$ cat config.mk
export PLATFORM = sky130hd
export DESIGN_NAME = led_pixel_fifo
export DESIGN_NICKNAME = d
export VERILOG_FILES = /design/src/rtl/led_pixel_fifo.sv
export SDC_FILE = /design/constraint.sdc
export NUM_CORES = 1
export LEC_CHECK = 0
export CELL_PAD_IN_SITES_DETAIL_PLACEMENT = 2
export CELL_PAD_IN_SITES_GLOBAL_PLACEMENT = 2
export CORE_AREA = 2 2 200 202
export CTS_BUF_LIST = sky130_fd_sc_hd__clkbuf_4 sky130_fd_sc_hd__clkbuf_8 sky130_fd_sc_hd__clkbuf_16
export DETAILED_ROUTE_END_ITERATION = 12
export DIE_AREA = 0 0 202 204
export PLACE_DENSITY = 0.83
export RECOVER_POWER = 50
export REMOVE_ABC_BUFFERS = 1
export SYNTH_ARGS = -nofsm -noshare
export SYNTH_HDL_FRONTEND = slang
export SYNTH_SLANG_ARGS = --single-unit
$ cat constraint.sdc
create_clock -name clk -period 2.8 [get_ports clk]
set_input_delay 0.56 -clock clk [delete_from_list [all_inputs] [get_ports clk]]
set_output_delay 0.56 -clock clk [all_outputs]
set_load 0.01 [all_outputs]
$ cat src/rtl/led_pixel_fifo.sv
// -----------------------------------------------------------------------------
// led_pixel_fifo
//
// Pixel buffer and frame trigger in front of the LED serial sender. 24-bit RGB
// words are stored in a small register FIFO. The head word is presented
// first-word-fall-through on data_out and advances on the sender's rd pulse.
// Once a full frame (LED_NUM words) is buffered, a one-cycle enable starts a
// sender transaction. Re-triggering is then held off for HOLD_CNT clocks.
//
// Ports
//   clk        system clock, shared with the sender
//   rstn       synchronous active-low reset
//   wr_en      write strobe from the pixel source
//   wr_data    pixel word {B, G, R}
//   full       level == DEPTH
//   rd         read pulse from the sender; pops the head word
//   data_out   head word, 0 when empty
//   empty      level == 0
//   level      number of words stored
//   enable     one-cycle frame-start pulse
//   clr_err    clears the sticky error flags
//   overflow   sticky: a write was dropped
//   underflow  sticky: a read hit an empty FIFO
// -----------------------------------------------------------------------------
module led_pixel_fifo #(
   parameter int LED_NUM  = 4,
   parameter int DEPTH    = 16,
   parameter int HOLD_CNT = 2048
) (
   input  logic                     clk,
   input  logic                     rstn,
   input  logic                     wr_en,
   input  logic [23:0]              wr_data,
   output logic                     full,
   input  logic                     rd,
   output logic [23:0]              data_out,
   output logic                     empty,
   output logic [$clog2(DEPTH):0]   level,
   output logic                     enable,
   input  logic                     clr_err,
   output logic                     overflow,
   output logic                     underflow
);

   localparam int PW = $clog2(DEPTH);
   localparam int LW = PW + 1;
   localparam int HW = $clog2(HOLD_CNT + 1);

   localparam logic [1:0] ST_IDLE = 2'd0;
   localparam logic [1:0] ST_FIRE = 2'd1;
   localparam logic [1:0] ST_HOLD = 2'd2;

   logic [23:0]   mem_q [DEPTH];
   logic [PW-1:0] wr_ptr_q, wr_ptr_d;
   logic [PW-1:0] rd_ptr_q, rd_ptr_d;
   logic [LW-1:0] level_q, level_d;
   logic          overflow_q, overflow_d;
   logic          underflow_q, underflow_d;
   logic [1:0]    state_q, state_d;
   logic [HW-1:0] hold_cnt_q, hold_cnt_d;

   logic          full_w;
   logic          empty_w;
   logic          wr_ok;
   logic          rd_ok;

   // Hold counter increment that sticks at HOLD_CNT instead of wrapping.
   function automatic logic [HW-1:0] sat_inc(input logic [HW-1:0] v);
      if (v == HW'(HOLD_CNT)) begin
         return v;
      end
      return v + HW'(1);
   endfunction

   // FIFO control
   always_comb begin
      full_w   = (level_q == LW'(DEPTH));
      empty_w  = (level_q == '0);
      // A write into a full FIFO is still taken when the head leaves this cycle.
      wr_ok    = wr_en && (!full_w || rd);
      rd_ok    = rd && !empty_w;

      wr_ptr_d = wr_ok ? wr_ptr_q + PW'(1) : wr_ptr_q;
      rd_ptr_d = rd_ok ? rd_ptr_q + PW'(1) : rd_ptr_q;

      level_d = level_q;
      case ({wr_ok, rd_ok})
         2'b10:   level_d = level_q + LW'(1);
         2'b01:   level_d = level_q - LW'(1);
         default: level_d = level_q;
      endcase

      // A fresh error outranks a simultaneous clear.
      overflow_d  = (overflow_q && !clr_err) || (wr_en && !wr_ok);
      underflow_d = (underflow_q && !clr_err) || (rd && empty_w);
   end

   // Frame trigger FSM
   always_comb begin
      state_d    = state_q;
      hold_cnt_d = hold_cnt_q;
      case (state_q)
         ST_IDLE: begin
            if (level_q >= LW'(LED_NUM)) begin
               state_d = ST_FIRE;
            end
         end
         ST_FIRE: begin
            state_d    = ST_HOLD;
            hold_cnt_d = '0;
         end
         ST_HOLD: begin
            hold_cnt_d = sat_inc(hold_cnt_q);
            if (hold_cnt_q == HW'(HOLD_CNT - 1)) begin
               state_d = ST_IDLE;
            end
         end
         default: begin
            state_d = ST_IDLE;
         end
      endcase
   end

   always_ff @(posedge clk) begin
      if (!rstn) begin
         wr_ptr_q    <= '0;
         rd_ptr_q    <= '0;
         level_q     <= '0;
         overflow_q  <= 1'b0;
         underflow_q <= 1'b0;
         state_q     <= ST_IDLE;
         hold_cnt_q  <= '0;
      end else begin
         wr_ptr_q    <= wr_ptr_d;
         rd_ptr_q    <= rd_ptr_d;
         level_q     <= level_d;
         overflow_q  <= overflow_d;
         underflow_q <= underflow_d;
         state_q     <= state_d;
         hold_cnt_q  <= hold_cnt_d;
      end
   end

   // Pixel storage carries no reset; stale words are unreachable once the
   // pointers and level are cleared.
   always_ff @(posedge clk) begin
      if (rstn && wr_ok) begin
         mem_q[wr_ptr_q] <= wr_data;
      end
   end

   assign full      = full_w;
   assign empty     = empty_w;
   assign level     = level_q;
   assign data_out  = empty_w ? 24'h000000 : mem_q[rd_ptr_q];
   assign enable    = (state_q == ST_FIRE);
   assign overflow  = overflow_q;
   assign underflow = underflow_q;

endmodule

==> flow_metrics.py, run 1 <==
metrics = {
    "synth": {
        "ys.flop_type": "sky130_fd_sc_hd__edfxtp_1",
        "synth_top_family_by_area": "multiplexers",
        "yosys.area_share.xor_xnor_pct": 0.3168,
        "postSynth.asyncResetShare_pct": 0,
        "ys_types": 56,
        "synth_compound_area_share_pct": 3.560,
        "cells_after_synth": 832,
        "synth_enable_flop_cells": 384,
        "synth_sequential_area_ratio_pct": 73.50,
        "synth.ff_latch_count": 417,
        "synth.mux.area_fraction_pct": 15.04,
        "synth-adder-area-share_pct": 0.7543,
        "syn-mean-instance-area_um2": 19.94,
        "synthesized_area_fraction_occupied_by_and_or_nand_nor_cells_pct": 5.159,
        "synthesis.area_mm2": 0.01659,
        "yosysWarnings": 0,
    },
    "drt": {
        "vias_per_cell": 6.097,
        "drt_pass1_iterations": 5,
        "wl_per_cell_um": 36.51,
        "drtIter0Drc": 986,
        "routed_wirelength_um": 56740,
        "num_vias": 9474,
        "postRouteAntennaNets": 0,
        "drc": 0,
    },
    "worst_setup_path": {
        "critical_path.reg2reg.startpoint": "level[1]",
        "critPathLaunchType": "flip-flop",
        "worst_reg_to_reg_path_cell_count": 11,
        "crit_required_ns": 2.24,
        "cp_common_cell": "sky130_fd_sc_hd__buf_12",
        "critical_path_peak_fanout": 6,
        "crit_arrival_ns": 2.65,
        "destination_of_the_worst_register_to_register_timing_path": "level[4]",
        "critical-path-top-delay-family": "simple AND/OR/NAND/NOR gates",
        "criticalPathCategory": "flip-flop to output pin",
        "crit_path_cell_trace": "or4_4 -> o211ai_4 -> buf_12 -> buf_12 -> buf_8 -> nor2b_4 -> a221o_1 -> buf_2",
        "critPathSlowestCell": "sky130_fd_sc_hd__or4_4",
        "cp_num_buf_inv": 4,
        "cpPeakStageDelay_ns": 0.58,
        "worstSetupEndpointType": "output pin",
        "worst_case_register_to_register_setup_slack_ns": -0.02,
    },
    "min_path": {
        "worstHoldPathType": "flip-flop to flip-flop",
        "worst_hold_path.num_cells": 2,
        "worst_hold_startpoint": "overflow",
        "worstHoldEndpoint": "overflow",
    },
    "global_route": {
        "antenna_violations_before_repair": 4,
        "global_route_overflow": 0,
        "globalRouteTotalUtil_pct": 27.86,
        "grt_first_pass_wirelength_um": 80470,
        "via_count_of_the_first_global_routing_pass": 10320,
        "grt_start_max_net_pins": 35,
    },
    "timing": {
        "setup_slack_ns": -0.4080,
        "timing.clock.skew_ns": 0.02805,
        "min_period_over_period_pct": 114.6,
        "max-slew-margin-rel_pct": 22.06,
        "unrepaired_setup_endpoints_after_global_routing": "yes",
        "finalSetupViolCount": 26,
        "fmax_ghz": 0.3117,
        "finalWorstPathRequiredPeriod_ns": 3.208,
        "worst_pin_slew_ns": 1.166,
        "finalHoldViolCount": 0,
        "final.setup.tns_ns": -8.093,
        "report.final.slew_viol_count": 0,
    },
    "pwr": {
        "vdd.ir_drop.worst_mv": 0.4001,
        "power.leakage_nw": 6.642,
        "power_switching_mw": 5.297,
        "clock_power_share_pct": 33.8,
        "power_frac_seq_pct": 39.2,
        "power.internal_mw": 12.81,
        "powerDensity_mw_per_mm2": 879.1,
        "switching_power_as_a_share_of_total_power_pct": 29.25,
        "pwr-share-comb_pct": 27.0,
        "total_power_mw": 18.11,
    },
    "flow_run": {
        "max-cap-violations": 0,
    },
    "cts": {
        "numClockSinks": 417,
        "tritoncts.num_buffers": 45,
        "clk_transition_reported_paths_ns": 0.06,
        "clock_tree_from_tritoncts": "built",
        "clock_tree.buffer_depth": 3,
        "cts_hold_buffers": 0,
        "clock-root-buffer": "sky130_fd_sc_hd__clkbuf_16",
        "clk-insertion-delay-late_ns": 0.59,
        "cts_max_level": 2,
    },
    "final_layout": {
        "area.growth.synth_to_final_pct": 24.17,
        "finish.net_count": 1031,
        "design_area_mm2": 0.02060,
        "fillers": 3338,
        "final_core_utilization_pct": 52.57,
        "multi_input_comb_area_mm2": 0.004415,
        "final_layout_size_suffix_gt1_share_pct": 35.54,
        "sequential_cell_area_mm2": 0.01220,
    },
    "floorplanning": {
        "core_area_mm2": 0.03918,
        "fp.dieArea_mm2": 0.04121,
        "cell_row_count": 73,
        "die_h_um": 204,
        "starting_density_pct": 42.33,
        "top_level_i_o_count": 63,
        "dieWidth_um": 202,
    },
    "outcome": {
        "run_status": "finished, violations left",
        "failing_checks": "setup timing",
    },
    "placed_design": {
        "globalplace.congestion": 0.7172,
        "dp.final_hpwl_um": 28190,
        "io_buffer_count": 62,
        "post_dp_cell_area_mm2": 0.01859,
    },
}
-- cell usage in the layout, fill, tap and decap left out, types with 7 or more instances in the layout --
cell,count
sky130_fd_sc_hd__dlygate4sd3_1,24
sky130_fd_sc_hd__buf_12,35
sky130_fd_sc_hd__buf_2,14
sky130_fd_sc_hd__nor2b_4,7
sky130_fd_sc_hd__o21a_1,7
sky130_fd_sc_hd__buf_6,17
sky130_fd_sc_hd__inv_1,9
sky130_fd_sc_hd__nand3_1,17
sky130_fd_sc_hd__ha_1,7
sky130_fd_sc_hd__mux2_2,15
sky130_fd_sc_hd__nor2_4,17
sky130_fd_sc_hd__edfxtp_1,384
sky130_fd_sc_hd__nand4_1,14
sky130_fd_sc_hd__nor2b_1,26
sky130_fd_sc_hd__clkinv_1,11
sky130_fd_sc_hd__mux4_2,96
sky130_fd_sc_hd__a221o_1,24
sky130_fd_sc_hd__clkbuf_4,13
sky130_fd_sc_hd__mux2_4,11
sky130_fd_sc_hd__clkbuf_16,47
sky130_fd_sc_hd__buf_4,49
sky130_fd_sc_hd__dfxtp_1,28
sky130_fd_sc_hd__nor2_1,7
sky130_fd_sc_hd__clkdlybuf4s50_1,12
sky130_fd_sc_hd__nand2_1,13
-- how the worst max path moves through the flow --
| stage | start | end | slack [ns] | cells past startpoint |
|---|---|---|---|---|
| after detailed placement | level[0] | level[4] | -0.10 | 10 |
| after CTS | level[1] | data_out[11] | -0.42 | 8 |
| final | level[1] | data_out[11] | -0.41 | 8 |
| after global placement | flip-flop | data_out[5] | -0.03 | 6 |
| after floorplan | flip-flop | data_out[22] | -2.21 | 3 |
| after global routing | level[1] | data_out[11] | -0.46 | 8 |
-- layout make-up --
cell class / instances / share of cell area [%]
diodes: 2 / 0.02430
well taps: 525 / 3.189
repair buffers: 161 / 8.869
clock buffers: 61 / 6.196
flip-flops and latches: 417 / 59.25
inverters: 11 / 0.2005
clock inverters: 21 / 0.8383
multi-input cells: 356 / 21.44
-- Yosys cell counts, types with 6 or more instances --
cell / number / area, um^2
sky130_fd_sc_hd__a221o_1: 24 / 240.2
sky130_fd_sc_hd__and2_1: 6 / 37.54
sky130_fd_sc_hd__buf_2: 21 / 105.1
sky130_fd_sc_hd__clkbuf_1: 20 / 75.07
sky130_fd_sc_hd__dfxtp_1: 33 / 660.6
sky130_fd_sc_hd__edfxtp_1: 384 / 11530
sky130_fd_sc_hd__ha_1: 10 / 125.1
sky130_fd_sc_hd__inv_1: 10 / 37.54
sky130_fd_sc_hd__mux2_2: 26 / 292.8
sky130_fd_sc_hd__mux4_2: 96 / 2162
sky130_fd_sc_hd__nand2_1: 15 / 56.30
sky130_fd_sc_hd__nand3_1: 17 / 85.08
sky130_fd_sc_hd__nand3b_1: 6 / 45.04
sky130_fd_sc_hd__nand4_1: 14 / 87.58
sky130_fd_sc_hd__nor2_1: 24 / 90.09
sky130_fd_sc_hd__nor2b_1: 34 / 212.7
sky130_fd_sc_hd__o21a_1: 7 / 52.55
-- power by group through the flow --
stage	sequential [mW]	clock, mW	combinational [mW]
after global routing	7.12	6.40	5.11
after detailed placement	7.22	0	4.32
after CTS	7.10	6.08	4.51
final	7.10	6.12	4.89
after floorplan	7.51	0	2.02
after global placement	7.20	0	4.14
-- tightest hold or removal path, cell delays in order, from the launching register on --
cell and delay, ns:
sky130_fd_sc_hd__dfxtp_1 0.32, sky130_fd_sc_hd__nand2b_1 0.07, sky130_fd_sc_hd__a21boi_0 0.07
-- kinds of logic after synthesis --
logic type,after synthesis
AO/OA/AOI/OAI,66
XOR/XNOR,6
adder cells (fa/ha/maj),10
buffers and inverters,59
flip-flops,417
multiplexers,126
AND/OR/NAND/NOR,148
-- what timing repair did --
item / CTS / global route
cloned: 5 / 1
gates resized for setup: 137 / 46
endpoints found under the setup margin: 28 / 27
setup buffers: 23 / 13
pin swaps: 7 / 16
-- state kept, by name, indices dropped and copies added, names as in the netlist, named ones only --
register	cells
underflow	1
level	5
rd_ptr_q	4
overflow	1
state_q	2
hold_cnt_q	12
mem_q	384
wr_ptr_q	4
-- per-stage QoR --
| step | instances | setup WS (ns) | hold slack (ns) |
|---|---|---|---|
| after floorplan | 784 | -2.212 | 0.4680 |
| after global placement | 1433 | -0.02840 | 0.4787 |
| after detailed placement | 1433 | -0.1019 | 0.4947 |
| after CTS | 1543 | -0.4228 | 0.5047 |
| after global routing | 1552 | -0.4570 | 0.5438 |
| final | 1554 | -0.4080 | 0.5080 |
-- layer usage --
metal / GRT usage (%) / routed length [um] / up-vias
met5: 0 / 13 / -
met2: 48.16 / 29160 / 423
li1: - / - / 3778
met1: 37.12 / 22850 / 5193
met4: 6.749 / 1312 / 2
met3: 4.464 / 3400 / 78
Power figures use the tool's default switching activity.
==> inputs of run 2 (changes only) <==
--- a/config.mk
+++ b/config.mk
@@ -5,7 +5,7 @@
 export SDC_FILE = /design/constraint.sdc
 export NUM_CORES = 1
 export LEC_CHECK = 0
-export CELL_PAD_IN_SITES_DETAIL_PLACEMENT = 2
+export CELL_PAD_IN_SITES_DETAIL_PLACEMENT = 1
 export CELL_PAD_IN_SITES_GLOBAL_PLACEMENT = 2
 export CORE_AREA = 2 2 200 202
 export CTS_BUF_LIST = sky130_fd_sc_hd__clkbuf_4 sky130_fd_sc_hd__clkbuf_8 sky130_fd_sc_hd__clkbuf_16
==> run 2 against run 1 <==
Compared with the run above:
- worst hold slack got worse by 0.0092 ns
- critical path type unchanged
- sequential power down 0.7%
- clock power down 7.5%
- clock-buffer cell count decreased by 8
- the flow still finishes with violations (setup timing)
- routed wire length decreased by 29%
- non-clock buffer count decreased by 8
- register-to-register slack gained 0.06 ns
- setup slack better by 0.11 ns
==> flow_metrics.py, run 2 (synthesis results as in run 1) <==
metrics = {
    "placed_design": {
        "globalplace.congestion": 0.7172,
        "place_ws_ns": -0.1073,
        "dp.final_hpwl_um": 22450,
        "io_buffer_count": 62,
    },
    "drt": {
        "detailroute.wirelength.met2_um": 20720,
        "wirelength_met1_um": 15650,
        "postRouteAntennaNets": 0,
        "drc": 0,
        "drtIter0Drc": 619,
        "wl_met3_um": 2697,
        "num_vias": 8636,
        "routed_wirelength_um": 40210,
        "vias_per_cell": 5.611,
        "drt_pass1_iterations": 5,
        "route.top_layer_used": "met4",
        "wl_per_cell_um": 26.13,
    },
    "floorplanning": {
        "cell_row_count": 73,
        "die_h_um": 204,
        "fp.dieArea_mm2": 0.04121,
        "core_area_mm2": 0.03918,
        "dieWidth_um": 202,
        "top_level_i_o_count": 63,
        "starting_density_pct": 42.33,
    },
    "worst_setup_path": {
        "criticalPathCategory": "flip-flop to output pin",
        "critical_path_peak_fanout": 6,
        "worstSetupEndpointType": "output pin",
        "critical_path.reg2reg.startpoint": "level[1]",
        "worst_reg_to_reg_path_cell_count": 11,
        "crit_required_ns": 2.24,
        "worst_case_register_to_register_setup_slack_ns": 0.04,
        "crit_arrival_ns": 2.53,
        "cp_common_cell": "sky130_fd_sc_hd__buf_12",
        "destination_of_the_worst_register_to_register_timing_path": "level[4]",
        "critPathLaunchType": "flip-flop",
        "crit_path_cell_trace": "buf_12 -> buf_12 -> mux4_2 -> mux2_4 -> a221o_1 -> buf_2",
        "critPathSlowestCell": "sky130_fd_sc_hd__mux4_2",
        "cpPeakStageDelay_ns": 0.50,
        "setup.worst_path.end": "data_out[15]",
    },
    "final_layout": {
        "final_layout_size_suffix_gt1_share_pct": 32.61,
        "final_core_utilization_pct": 51.75,
        "max_reg_flops": 384,
        "layout.cells.most_common_list": "sky130_fd_sc_hd__edfxtp_1 (384), sky130_fd_sc_hd__mux4_2 (96), sky130_fd_sc_hd__clkbuf_16 (43)",
        "largest_register": "mem_q",
        "area.growth.synth_to_final_pct": 22.25,
        "multi_input_comb_area_mm2": 0.004358,
        "sequential_cell_area_mm2": 0.01220,
        "layout_commonest_cell": "sky130_fd_sc_hd__edfxtp_1",
        "fillers": 3517,
        "finish.net_count": 1021,
    },
    "cts": {
        "tritoncts.num_buffers": 43,
        "clk-insertion-delay-late_ns": 0.57,
        "clock_tree.buffer_depth": 3,
        "clock_tree_from_tritoncts": "built",
        "clk_transition_reported_paths_ns": 0.06,
        "numClockSinks": 417,
        "cts_max_level": 2,
        "clock-root-buffer": "sky130_fd_sc_hd__clkbuf_16",
    },
    "pwr": {
        "vdd.ir_drop.worst_mv": 0.4251,
        "powerDensity_mw_per_mm2": 842.0,
        "power.leakage_nw": 6.510,
    },
    "timing": {
        "hold-worst-slack_ns": 0.4989,
        "setup_slack_ns": -0.2933,
        "unrepaired_setup_endpoints_after_global_routing": "yes",
        "fmax_ghz": 0.3233,
        "worst_pin_slew_ns": 1.358,
        "finalSetupViolCount": 24,
        "finalHoldViolCount": 0,
        "max-slew-margin-rel_pct": 9.500,
        "report.final.slew_viol_count": 0,
        "finalWorstPathRequiredPeriod_ns": 3.093,
        "min_period_over_period_pct": 110.5,
        "timing.clock.skew_ns": 0.02728,
    },
    "outcome": {
        "run_status": "finished, violations left",
        "failing_checks": "setup timing",
    },
    "global_route": {
        "globalRouteTotalUtil_pct": 20.06,
        "grt_first_pass_wirelength_um": 60400,
        "antenna_violations_before_repair": 2,
        "global_route_overflow": 0,
        "via_count_of_the_first_global_routing_pass": 9419,
        "grt_start_max_net_pins": 35,
    },
    "flow_run": {
        "max-cap-violations": 0,
    },
    "min_path": {
        "worstHoldPathType": "flip-flop to flip-flop",
        "worst_hold_startpoint": "overflow",
    },
}
run 2: worst max-delay path: cells and delay by family (launching register included):
kind                   cells  cell delay, ns
multiplexers               2            0.79
buffers and inverters      3            0.44
flip-flops                 1            0.42
AO/OA/AOI/OAI              1            0.33
run 2: through the flow:
stage	total power [mW]	setup TNS [ns]	cells	area, um^2
finish	17.08	-5.748	1539	20280
global route	17.68	-8.439	1537	20270
CTS	17.25	-7.256	1540	20330
detailed placement	11.43	-0.4617	1433	18590
global placement	11.35	-0.03651	1433	18590
floorplan	9.538	-52.49	784	16350
run 2: power by group:
part,internal [mW],leakage (nW),switching [mW],total (mW)
clock,3.37,0.686,2.29,5.66
combinational,2.22,2.10,2.15,4.37
sequential,6.95,3.73,0.0975,7.05
run 2: worst min path at each step:
stage / end / slack (ns) / depth (start not counted)
global placement: overflow / 0.48 / 2
global route: overflow / 0.55 / 2
floorplan: wr_ptr_q[3] / 0.47 / 2
finish: overflow / 0.50 / 2
CTS: overflow / 0.50 / 2
detailed placement: overflow / 0.49 / 2
run 2: cell type report:
| class | count | share of cell area [%] |
|---|---|---|
| flip-flops and latches | 417 | 60.16 |
| multi-input cells | 356 | 21.49 |
| repair buffers | 153 | 8.082 |
| clock buffers | 53 | 5.676 |
| well taps | 525 | 3.239 |
| clock inverters | 22 | 1.123 |
| inverters | 11 | 0.2036 |
| diodes | 2 | 0.02468 |
run 2: metal layers:
metal / track usage (%) / vias up
li1: - / 3752
met2: 34.95 / 327
met4: 6.880 / 0
met3: 4.337 / 83
met1: 24.89 / 4474
met5: 0 / -
run 2: repair_timing:
| action | 4_1_cts | 5_1_grt |
|---|---|---|
| resized for setup | 140 | 14 |
| buffers inserted | 30 | 2 |
| hold buffers | 0 | 0 |
| setup endpoints to repair | 28 | 26 |
| endpoints found under the hold margin | 0 | 0 |
| pin swaps | 13 | 12 |
| cloned | 4 | 0 |
==> inputs of run 3 (changes only) <==
--- a/config.mk
+++ b/config.mk
@@ -8,9 +8,10 @@
 export CELL_PAD_IN_SITES_DETAIL_PLACEMENT = 1
 export CELL_PAD_IN_SITES_GLOBAL_PLACEMENT = 2
 export CORE_AREA = 2 2 200 202
-export CTS_BUF_LIST = sky130_fd_sc_hd__clkbuf_4 sky130_fd_sc_hd__clkbuf_8 sky130_fd_sc_hd__clkbuf_16
+export CTS_BUF_LIST = sky130_fd_sc_hd__clkbuf_16
 export DETAILED_ROUTE_END_ITERATION = 12
 export DIE_AREA = 0 0 202 204
+export GPL_ROUTABILITY_DRIVEN = 0
 export PLACE_DENSITY = 0.83
 export RECOVER_POWER = 50
 export REMOVE_ABC_BUFFERS = 1
==> run 3 against run 2 <==
Compared with the run above:
- the run still ends with setup timing left
- critical path depth unchanged
- clock power shrank 2%
- via count increased by 0.42%
- register-to-register slack about the same
- first-iteration DRC count up 28%
- fmax is 1.6% lower
- final cell count grew 0.13%
- core utilization rose by 0.15 points
- power fell by 0.54%
- largest cell class unchanged
==> flow_metrics.py, run 3 (synthesis results as in run 1) <==
metrics = {
    "global_route": {
        "grt_start_max_net_pins": 35,
        "grt_first_pass_wirelength_um": 60450,
        "globalRouteTotalUtil_pct": 20.09,
        "global_route_overflow": 0,
        "antenna_violations_before_repair": 3,
        "via_count_of_the_first_global_routing_pass": 9365,
    },
    "floorplanning": {
        "fp.dieArea_mm2": 0.04121,
        "core_area_mm2": 0.03918,
        "starting_density_pct": 42.33,
        "cell_row_count": 73,
        "top_level_i_o_count": 63,
        "die_h_um": 204,
        "dieWidth_um": 202,
    },
    "timing": {
        "unrepaired_setup_endpoints_after_global_routing": "yes",
        "min_period_over_period_pct": 112.2,
        "fmax_ghz": 0.3182,
        "max-slew-margin-rel_pct": 10.05,
        "setup_slack_ns": -0.3424,
        "finalHoldViolCount": 0,
        "timing.clock.skew_ns": 0.02584,
        "worst_pin_slew_ns": 1.349,
        "report.final.slew_viol_count": 0,
        "finalSetupViolCount": 24,
        "finalWorstPathRequiredPeriod_ns": 3.142,
    },
    "flow_run": {
        "max-cap-violations": 0,
    },
    "final_layout": {
        "largest_register": "mem_q",
        "layout_commonest_cell": "sky130_fd_sc_hd__edfxtp_1",
        "count_of_non_filler_cells_in_the_finished_layout": 1541,
        "area.growth.synth_to_final_pct": 22.61,
        "finish.net_count": 1024,
        "max_reg_flops": 384,
        "sequential_cell_area_mm2": 0.01220,
        "multi_input_comb_area_mm2": 0.004392,
        "design_area_mm2": 0.02034,
        "final_layout_size_suffix_gt1_share_pct": 32.51,
        "fillers": 3521,
        "layout.cells.most_common_list": "sky130_fd_sc_hd__edfxtp_1 (384), sky130_fd_sc_hd__mux4_2 (96), sky130_fd_sc_hd__clkbuf_16 (43)",
    },
    "outcome": {
        "failing_checks": "setup timing",
        "run_status": "finished, violations left",
    },
    "worst_setup_path": {
        "critical_path_peak_fanout": 8,
        "crit_path_cell_trace": "buf_4 -> buf_12 -> mux4_2 -> mux2_2 -> a221o_1 -> buf_2",
        "critPathLaunchType": "flip-flop",
        "worstSetupEndpointType": "output pin",
        "crit_arrival_ns": 2.58,
        "critPathSlowestCell": "sky130_fd_sc_hd__mux4_2",
        "worstSetupPathDepth": 6,
        "criticalPathCategory": "flip-flop to output pin",
        "crit_required_ns": 2.24,
        "critical-path-top-delay-family": "multiplexers",
        "worst_reg_to_reg_path_cell_count": 9,
        "cp_num_buf_inv": 3,
        "critical_path.reg2reg.startpoint": "level[0]",
        "cpPeakStageDelay_ns": 0.51,
    },
    "cts": {
        "clock_tree.buffer_depth": 3,
        "clock_tree_from_tritoncts": "built",
        "cts_hold_buffers": 0,
        "clock-root-buffer": "sky130_fd_sc_hd__clkbuf_16",
        "numClockSinks": 417,
        "tritoncts.num_buffers": 43,
        "clk_transition_reported_paths_ns": 0.06,
        "cts_max_level": 2,
        "clk-insertion-delay-late_ns": 0.57,
    },
    "placed_design": {
        "io_buffer_count": 62,
        "post_dp_cell_area_mm2": 0.01859,
        "place.detailed.instances": 1433,
        "dp.final_hpwl_um": 22450,
    },
    "drt": {
        "drc": 0,
        "routed_wirelength_um": 40480,
        "vias_per_cell": 5.628,
        "drt_pass1_iterations": 5,
        "drtIter0Drc": 794,
        "wl_per_cell_um": 26.27,
        "num_vias": 8672,
        "postRouteAntennaNets": 0,
    },
    "min_path": {
        "worst_hold_startpoint": "overflow",
        "worst_hold_path.num_cells": 2,
        "worstHoldPathType": "flip-flop to flip-flop",
    },
    "pwr": {
        "power_frac_seq_pct": 41.5,
        "powerDensity_mw_per_mm2": 835.0,
        "switching_power_as_a_share_of_total_power_pct": 26.79,
        "vdd.ir_drop.worst_mv": 0.4609,
        "clock_power_share_pct": 32.5,
        "power.internal_mw": 12.43,
        "power_switching_mw": 4.549,
        "pwr-share-comb_pct": 26.0,
        "power.leakage_nw": 6.567,
    },
}
-- run 3: changes by cell type in the layout (fill, tap and decap cells not counted), sizes merged --
cell,change
inv,+10
clkbuf,-10
buf,+3
diode,-1
-- run 3: area by class of cell --
| class | instances | share of cell area [%] |
|---|---|---|
| flip-flops and latches | 417 | 59.98 |
| multi-input cells | 356 | 21.59 |
| repair buffers | 156 | 8.385 |
| clock buffers | 43 | 5.290 |
| well taps | 525 | 3.230 |
| clock inverters | 32 | 1.304 |
| inverters | 11 | 0.2030 |
| diodes | 1 | 0.01230 |
-- run 3: final timing paths --
| check | slack (ns) | to |
|---|---|---|
| worst max-delay path | -0.34 | data_out[2] |
| worst min-delay path | 0.50 | overflow |
| worst max register to register | 0.03 | level[4] |
| worst min register to register | 0.50 | overflow |
-- run 3: tightest hold or removal path: stages (launching register included) --
cell,delay [ns]
sky130_fd_sc_hd__dfxtp_1,0.31
sky130_fd_sc_hd__nand2b_1,0.06
sky130_fd_sc_hd__a21boi_0,0.07
-- run 3: power by group through the flow --
stage          registers, mW  logic [mW]  clock network (mW)
3_5_place_dp            7.21        4.22                   0
4_1_cts                 7.06        4.43                5.61
5_1_grt                 7.06        4.70                5.83
3_3_place_gp            7.20        4.14                   0
2_1_floorplan           7.51        2.02                   0
6_report                7.05        4.41                5.52
-- run 3: metal layers --
metal,up-vias,GRT usage [%],share of wire [%]
met5,-,0,0.032
met4,2,7.117,2.7
met3,78,3.412,5.8
met2,311,35.27,52
met1,4529,25.25,39
li1,3752,-,-
-- run 3: timing repair --
item	in CTS	in global routing
gates resized for setup	132	30
pin swaps	13	12
cloned	4	0
buffers inserted	28	4
setup endpoints to repair	28	26
-- run 3: stage by stage --
stage | utilization [%] | setup WS (ns) | setup TNS, ns | power [mW] | hold slack (ns)
2_1_floorplan | - | -2.212 | -52.49 | 9.538 | 0.4680
4_1_cts | 51.80 | -0.3446 | -7.190 | 17.10 | 0.4999
3_5_place_dp | 47.45 | -0.1073 | -0.4617 | 11.43 | 0.4878
5_1_grt | 51.90 | -0.3806 | -8.596 | 17.59 | 0.5470
6_report | 51.91 | -0.3424 | -6.231 | 16.98 | 0.5008
3_3_place_gp | 47.45 | -0.02840 | -0.03651 | 11.35 | 0.4787
